--- src/rtl/bitwise_pkg.sv ---
// bitwise_pkg: shared definitions for the bitwise logic unit.
//   op_e          - 2-bit operator encoding carried on the op port
//   DEFAULT_WIDTH - operand/result width used when WIDTH is not overridden
package bitwise_pkg;

  typedef enum logic [1:0] {
    OP_AND  = 2'b00,
    OP_OR   = 2'b01,
    OP_XOR  = 2'b10,
    OP_XNOR = 2'b11
  } op_e;

  localparam int DEFAULT_WIDTH = 3;

endpackage : bitwise_pkg

--- src/rtl/bitwise_core.sv ---
// bitwise_core: purely combinational per-bit operator plus any-bit-set flag.
// Ports:
//   x  [WIDTH-1:0] in  - operand A
//   y  [WIDTH-1:0] in  - operand B
//   op [1:0]       in  - operator select (op_e encoding)
//   r  [WIDTH-1:0] out - per-bit result
//   f              out - OR-reduction of r
module bitwise_core
  import bitwise_pkg::*;
#(
  parameter int WIDTH = DEFAULT_WIDTH
) (
  input  logic [WIDTH-1:0] x,
  input  logic [WIDTH-1:0] y,
  input  logic [1:0]       op,
  output logic [WIDTH-1:0] r,
  output logic             f
);

  op_e op_sel;

  assign op_sel = op_e'(op);

  always_comb begin
    r = '0;
    unique case (op_sel)
      OP_AND:  r = x & y;
      OP_OR:   r = x | y;
      OP_XOR:  r = x ^ y;
      OP_XNOR: r = ~(x ^ y);
      default: r = '0;
    endcase
  end

  assign f = |r;

endmodule : bitwise_core

--- src/rtl/bitwise.sv ---
// bitwise: registered bitwise logic unit, 1-cycle latency, one result per cycle.
// Ports:
//   clk            in  - clock, rising edge
//   rst_n          in  - synchronous active-low reset (clears z and o)
//   x  [WIDTH-1:0] in  - operand A
//   y  [WIDTH-1:0] in  - operand B
//   op [1:0]       in  - operator select, tie to 2'b00 (AND) when unused
//   z  [WIDTH-1:0] out - registered result
//   o              out - registered flag, |z
module bitwise
  import bitwise_pkg::*;
#(
  parameter int WIDTH = DEFAULT_WIDTH
) (
  input  logic             clk,
  input  logic             rst_n,
  input  logic [WIDTH-1:0] x,
  input  logic [WIDTH-1:0] y,
  input  logic [1:0]       op,
  output logic [WIDTH-1:0] z,
  output logic             o
);

  logic [WIDTH-1:0] r;
  logic             f;

  bitwise_core #(
    .WIDTH (WIDTH)
  ) u_core (
    .x  (x),
    .y  (y),
    .op (op),
    .r  (r),
    .f  (f)
  );

  // Flag is registered from the same combinational result so z and o never
  // disagree on any cycle.
  always_ff @(posedge clk) begin
    if (!rst_n) begin
      z <= '0;
      o <= 1'b0;
    end else begin
      z <= r;
      o <= f;
    end
  end

endmodule : bitwise

--- config.mk ---
export PLATFORM = sky130hd
export DESIGN_NAME = bitwise
export DESIGN_NICKNAME = d
export VERILOG_FILES = /design/src/rtl/bitwise_pkg.sv /design/src/rtl/bitwise_core.sv /design/src/rtl/bitwise.sv
export SDC_FILE = /design/constraint.sdc
export NUM_CORES = 1
export LEC_CHECK = 0
export BUFFER_PORTS_ARGS = -buffer_cell sky130_fd_sc_hd__buf_4
export CAP_MARGIN = 30
export CORE_AREA = 2 2 39 41
export CTS_BUF_LIST = sky130_fd_sc_hd__clkbuf_4
export DETAILED_ROUTE_END_ITERATION = 7
export DIE_AREA = 0 0 41 43
export GPL_ROUTABILITY_DRIVEN = 0
export PLACE_DENSITY = 0.46
export SLEW_MARGIN = 20
export SYNTH_ARGS = -nofsm -noshare
export SYNTH_HDL_FRONTEND = slang
export SYNTH_SLANG_ARGS = --single-unit
--- constraint.sdc ---
create_clock -name clk -period 2.5 [get_ports clk]
set_clock_uncertainty 0.2 [all_clocks]
set_input_delay 0.125 -clock clk [delete_from_list [all_inputs] [get_ports clk]]
set_output_delay 0.125 -clock clk [all_outputs]
set_load 0.05 [all_outputs]
* After elaboration in Yosys (flattened, before gate mapping) *
Cells that the tools add are included.

word-level totals
  flip-flop bits (word level) = 4

operators by class
  muxes and demuxes = 1
  bitwise operators = 4
  eq/ne operators = 3
  reductions and logical operators = 2

operator list
  operator                                                               number
  3-bit one-hot mux with 4 select lines                                  1
  2-bit equality test, second input constant                             2
  3-bit AND                                                              1
  3-bit NOT                                                              1
  3-bit OR                                                               1
  3-bit OR reduction                                                     1
  3-bit XOR                                                              1
  2-bit by 1-bit equality test with 1-bit output, second input constant  1
  2-bit zero test                                                        1

* Logic depth before layout (Yosys ltp) *
Gate-level depths: netlist (run 1).

  depth after elaboration = 4
  depth in mapped cells = 6
  gate-level depth less buffers = 6

* Hierarchy *
From an unflattened synthesis (run 1), not the netlist that was laid out.

second synthesis, totals
  cells, all modules = 33
  area total of the unflattened synthesis = 322.8 µm²

by module, submodules not included
  module        area each (µm²)  seq. area each (µm²)  times used  cells an instance
  bitwise_core  217.7            0.0                   1           25
  bitwise       105.1            80.1                  1           8

* Least setup slack after synthesis (run 1) *
No wires, ideal clock.

  path kind = input to register
  from = input port y[1]
  to = register o
  stages on the path = 6
  path slack = 1.089 ns
  data arrival time = 1.084 ns
  cells stage by stage = inv_1 -> ha_1 -> xnor2_1 -> nand2_1 -> o311a_1 -> or3_1

between the ends
  word-level cells in the longest chain between the ends = 4
  elaborated cells on any way between the ends = 6
  classes of those cells = 1 x mux; 4 x bitwise; 1 x reduce/logical

RTL lines
  what                                       RTL line                                RTL
  start: declaration                         bitwise.sv:18                           input logic [WIDTH-1:0] y,
  3-bit XOR                                  bitwise_core.sv:29, bitwise_core.sv:30
  3-bit NOT                                  bitwise_core.sv:30                      OP_XNOR: r = ~(x ^ y);
  3-bit one-hot mux with 4 select lines (*)  bitwise_core.sv:26                      unique case (op_sel)
  3-bit OR reduction (*)                     bitwise_core.sv:35                      assign f = |r;
  end signal: assignment                     bitwise.sv:42                           o <= 1'b0;
  end signal: assignment                     bitwise.sv:45                           o <= f;
  end: declaration                           bitwise.sv:21                           output logic o

Every way passes the cells marked *; elsewhere a longest branch is shown, timed or not.
A chain may end at the register's enable or synchronous reset.

* Final worst setup path (run 1) *
  from = input port rst_n
  to = register z[2]

RTL lines
  what                    RTL line       RTL
  start: declaration      bitwise.sv:16  input logic rst_n,
  end signal: assignment  bitwise.sv:44  z <= r;
  end: declaration        bitwise.sv:20  output logic [WIDTH-1:0] z,

No word-level cell between the ends.

==> flow_summary.ini, run 1 <==
[layout]
finalNonFillerCells = 66
area_growth_pct = 50.6
antenna_cells = 0
drive_gt1_share_pct = 32.0
stdcell_area_um2 = 443
layout.nets = 68
nFillCells = 149
multi_input_area_um2 = 180
seq_area_um2 = 80.1

[critical_path]
cp_max_fo = 3
path_class = in2reg
startpoint = rst_n
crit_end = z[2]
cp_data_arrival_time_ns = 1.45
startpoint_type = primary input
cp-end-kind = register
critPathRequiredTime_ns = 2.41

[grt]
overflow = 0
grt_max_degree = 10
grt_antenna_before_repair = 0
grt_use_total_pct = 8.11
grt_pass1_vias = 241
grt_pass1_wl_um = 931

[clock_tree]
cts_root_buf = clkbuf_4
cts.reportedPaths.clkPinSlew_ns = 0.04
cts_tree = built
cts-resized-gates = 0
htree_levels = 1
cts_sinks = 4
numCtsBuffers = 3
cts_buffer_depth = 2

[logic_synthesis]
ys_seq_area_share_pct = 27.2
synth_warnings = 0
ys_ff_latch = 4
synth.largest_area_cell = dfxtp_1
synth_edf_count = 0
synth_cell_types = 13
ys.flop_type = dfxtp_1
synth_common_cells = 6 x ha_1, 6 x inv_1, 4 x dfxtp_1
synthArstFlopShare_pct = 0
post-synth-top-area-fraction_pct = 27.2
synth_area_leaders = dfxtp_1 27%, ha_1 26%, xnor2_1 8.9%
syn_nets = 49
avgSynthCellArea_um2 = 8.91
synthCells = 33
synth.cell_area_um2 = 294

[die]
dieWidth_um = 41
ios = 14
row_count = 14
start_util_pct = 21.2
core_um2 = 1380
die_area_um2 = 1760
die_h_um = 43

[power_and_ir_drop]
irDropWorstVdd_mv = 0.108
p_leak_nw = 0.254
total_power_mw = 0.232
powerDensity_nw_per_um2 = 524

[sta]
min_period_over_period_pct = 61.5
maxSlewViolCount = 0
setup_viol = 0
period_needed_ns = 1.54
final_hold_viol_count = 0
fmaxAchievable_mhz = 650
worst_pin_slew_ns = 0.123
fin_tns_setup_ns = 0
rsz0062_at_grt = no
slew_headroom_pct = 91.7

[worst_hold_path]
hold_path_class = in2reg
worstHoldPathCells = 2

[detailed_routing]
routed_wl_um = 497
vias = 256
vias_per_cell = 3.88
firstDrtPassIters = 1
drc = 0
ant_nets = 0
drt_iter0_markers = 0
wl_per_cell_um = 7.53

[place]
placed_area_um2 = 400
io_buffer_count = 13
dp_hpwl_um = 399
dp_cells = 61

[outcome]
status = finished clean

[run]
drv_cap = 0
==> kinds of logic (layout without fill, tap and decap cells) <==
logic type	Yosys count	in the layout	share of synthesized area (%)
xor gates and xnor gates	3	3	8.94
DFF	4	4	27.2
adders and majority gates	6	6	25.5
and+or+nand+nor	8	8	13.2
AOI/OAI and AO/OA	5	5	13.6
buffers and inverters	7	24	11.5
==> where the power goes <==
part	internal (mW)	switching, mW	leakage (nW)
Combinational	0.0363	0.0453	0.206
Clock	0.0535	0.0241	0.0138
Sequential	0.0712	0.00152	0.0335
==> final cells by class <==
type / count / area share (%)
repair buffers: 15 / 26.6
flip-flops and latches: 4 / 18.1
inverters: 6 / 5.08
multi-input cells: 22 / 40.7
well taps: 16 / 4.52
clock buffers: 3 / 5.08
==> routing by layer <==
metal	track usage, %	vias up	routed length (um)
li1	-	139	-
met2	10.0	8	253
met4	10.0	0	0
met5	0	-	0
met3	1.57	0	37
met1	9.87	109	205
==> how the worst min path moves through the flow <==
| stage | from | to | slack (ns) |
|---|---|---|---|
| 6_report | op[1] | z[0] | 0.005 |
| 5_1_grt | op[1] | z[0] | 0.02 |
| 4_1_cts | op[1] | z[0] | 0.002 |
| 3_5_place_dp | rst_n | z[2] | 0.20 |
| 3_3_place_gp | rst_n | z[2] | 0.21 |
| 2_1_floorplan | rst_n | z[1] | 0.07 |
==> placed cells by master (no fill, tap or decap) <==
cell / instances
o311a_1: 1
or3_1: 1
dlygate4sd3_1: 2
and2b_1: 1
nand2_1: 3
buf_4: 13
o211a_1: 2
a21oi_1: 2
clkbuf_4: 3
xnor2_1: 3
nor2_1: 2
ha_1: 6
dfxtp_1: 4
nor2b_1: 1
inv_1: 6
==> flip-flops by register name, indices dropped and copies added (netlist names) <==
name and count:
o 1, z 3
==> worst max-delay path, stage by stage <==
cell,delay [ns]
dlygate4sd3_1,0.54
buf_4,0.14
o211a_1,0.11
dlygate4sd3_1,0.54
==> stage by stage <==
stage | util (%) | setup WS, ns | hold slack [ns]
final | 32.0 | 0.961 | 0.00514
after global routing | 32.0 | 0.941 | 0.0160
after global placement | 28.9 | 0.940 | 0.206
after floorplan | - | 1.09 | 0.0677
after CTS | 32.0 | 0.966 | 0.00202
after detailed placement | 28.9 | 0.934 | 0.200
==> repair_timing <==
action                                 in CTS  in global routing
endpoints found under the hold margin       3                  0
hold buffers                                2                  0
setup buffers                               0                  0
(Power assumes the default switching activity.)
==> run 2: changes to the inputs <==
- PLACE_DENSITY: 0.46 -> 0.48
- clock period: 2.5 -> 1.25 ns (I/O delays scaled with it)
==> flow_summary.ini, run 2 (synthesized netlist as in run 1, its figures left out) <==
[grt]
grt_pass1_vias = 234
grt_pass1_wl_um = 793
grt_use_total_pct = 6.49
grt_antenna_before_repair = 0
overflow = 0
grt_max_degree = 10

[layout]
nFillCells = 150
drive_gt1_share_pct = 57.1
area_growth_pct = 70.2
mostFrequentLayoutCells = 14 x buf_4, 4 x dfxtp_1
layout.nets = 67
largest_reg_flops = 3
stdcell_area_um2 = 500
top_regs = z (3), o (1)
utilization_pct = 36.2
antenna_cells = 0
registers.top_by_ff_count = z
mostFrequentLayoutCell = buf_4

[outcome]
status = complete, but fails checks
violations = hold timing

[power_and_ir_drop]
irDropWorstVdd_mv = 0.252
clockPowerShare_pct = 31.2
p_comb_share_pct = 38.8
p_leak_nw = 0.256
seq_power_share_pct = 30.0
power.internal_mw = 0.335
p_switching_mw = 0.152
p_sw_share_pct = 31.2
powerDensity_nw_per_um2 = 972

[clock_tree]
cts_root_buf = clkbuf_4
cts.reportedPaths.clkPinSlew_ns = 0.04
cts_sinks = 4
cts_tree = built
cts_buffer_depth = 2
numCtsBuffers = 3
htree_levels = 1
postCtsSetupBuffers = 0

[critical_path]
cp_max_fo = 2
cp-end-kind = register
path_class = in2reg
critPathRequiredTime_ns = 1.16
cp_data_arrival_time_ns = 1.12
startpoint_type = primary input

[sta]
fmaxAchievable_mhz = 827
maxSlewViolCount = 0
rsz0062_at_grt = no
slew_headroom_pct = 91.4
final_hold_viol_count = 3
worst_pin_slew_ns = 0.128
fin_hold_ws_ns = -0.0854
min_period_over_period_pct = 96.8
period_needed_ns = 1.21
setup_viol = 0

[detailed_routing]
drc = 0
firstDrtPassIters = 1
routed_wl_um = 489
wl_per_cell_um = 7.52
ant_nets = 0
vias = 264
vias_per_cell = 4.06
drt_iter0_markers = 0

[die]
die_area_um2 = 1760
die_h_um = 43
dieWidth_um = 41
start_util_pct = 21.2
core_um2 = 1380
ios = 14
row_count = 14

[place]
placed_area_um2 = 463
dp_hpwl_um = 432
io_buffer_count = 13

[run]
drv_cap = 0

[worst_hold_path]
hold_path_class = in2reg
[run 2: changes by cell type in the layout (fill, tap and decap cells not counted), sizes merged]
cell / delta
buf: +1
dlygate4sd3: -2
[run 2: metrics by stage]
| stage | power, mW | worst slack (ns) | TNS [ns] | instances | hold slack [ns] |
|---|---|---|---|---|---|
| 2_1_floorplan | 0.266 | -0.00995 | -0.00995 | 33 | 0.0188 |
| 3_3_place_gp | 0.328 | -0.218 | -0.218 | 62 | 0.149 |
| 3_5_place_dp | 0.328 | -0.223 | -0.223 | 62 | 0.148 |
| 4_1_cts | 0.488 | 0.0214 | 0 | 65 | -0.0879 |
| 5_1_grt | 0.518 | 0.00728 | 0 | 65 | -0.0763 |
| 6_report | 0.487 | 0.0401 | 0 | 65 | -0.0854 |
[run 2: power groups by stage]
stage	clock network (mW)	registers (mW)	logic, mW
after global placement	0	0.148	0.181
after detailed placement	0	0.148	0.180
final	0.152	0.146	0.189
after global routing	0.165	0.148	0.205
after floorplan	0	0.198	0.0683
after CTS	0.161	0.146	0.181
[run 2: final timing paths]
kind,from,end,slack [ns],cells after the start
hold / removal,rst_n,z[2],-0.09,2
setup / recovery,x[2],o,0.04,7
[run 2: area by class of cell]
| class | count | area (um^2) | area share [%] |
|---|---|---|---|
| Tap cell | 16 | 20.0 | 4.00 |
| Timing Repair Buffer | 14 | 105 | 21.0 |
| Sequential cell | 4 | 80.1 | 16.0 |
| Clock buffer | 3 | 22.5 | 4.50 |
| Multi-Input combinational cell | 22 | 235 | 47.0 |
| Inverter | 6 | 37.5 | 7.50 |
[run 2: what timing repair did]
item,4_1_cts,5_1_grt
gates resized for setup,0,2
endpoints found under the hold margin,3,3
endpoints found under the setup margin,0,1
[run 2: worst max-delay path: stages]
cell	delay, ns
buf_4	0.13
inv_12	0.03
ha_4	0.23
xnor2_2	0.13
nand2_1	0.06
o211a_1	0.11
or3_1	0.35
[run 2: metal layers]
| metal | GRT usage [%] | wire [um] |
|---|---|---|
| met5 | 0 | 0 |
| met4 | 6.00 | 0 |
| met3 | 0.524 | 52 |
| met2 | 11.3 | 243 |
| met1 | 6.01 | 192 |
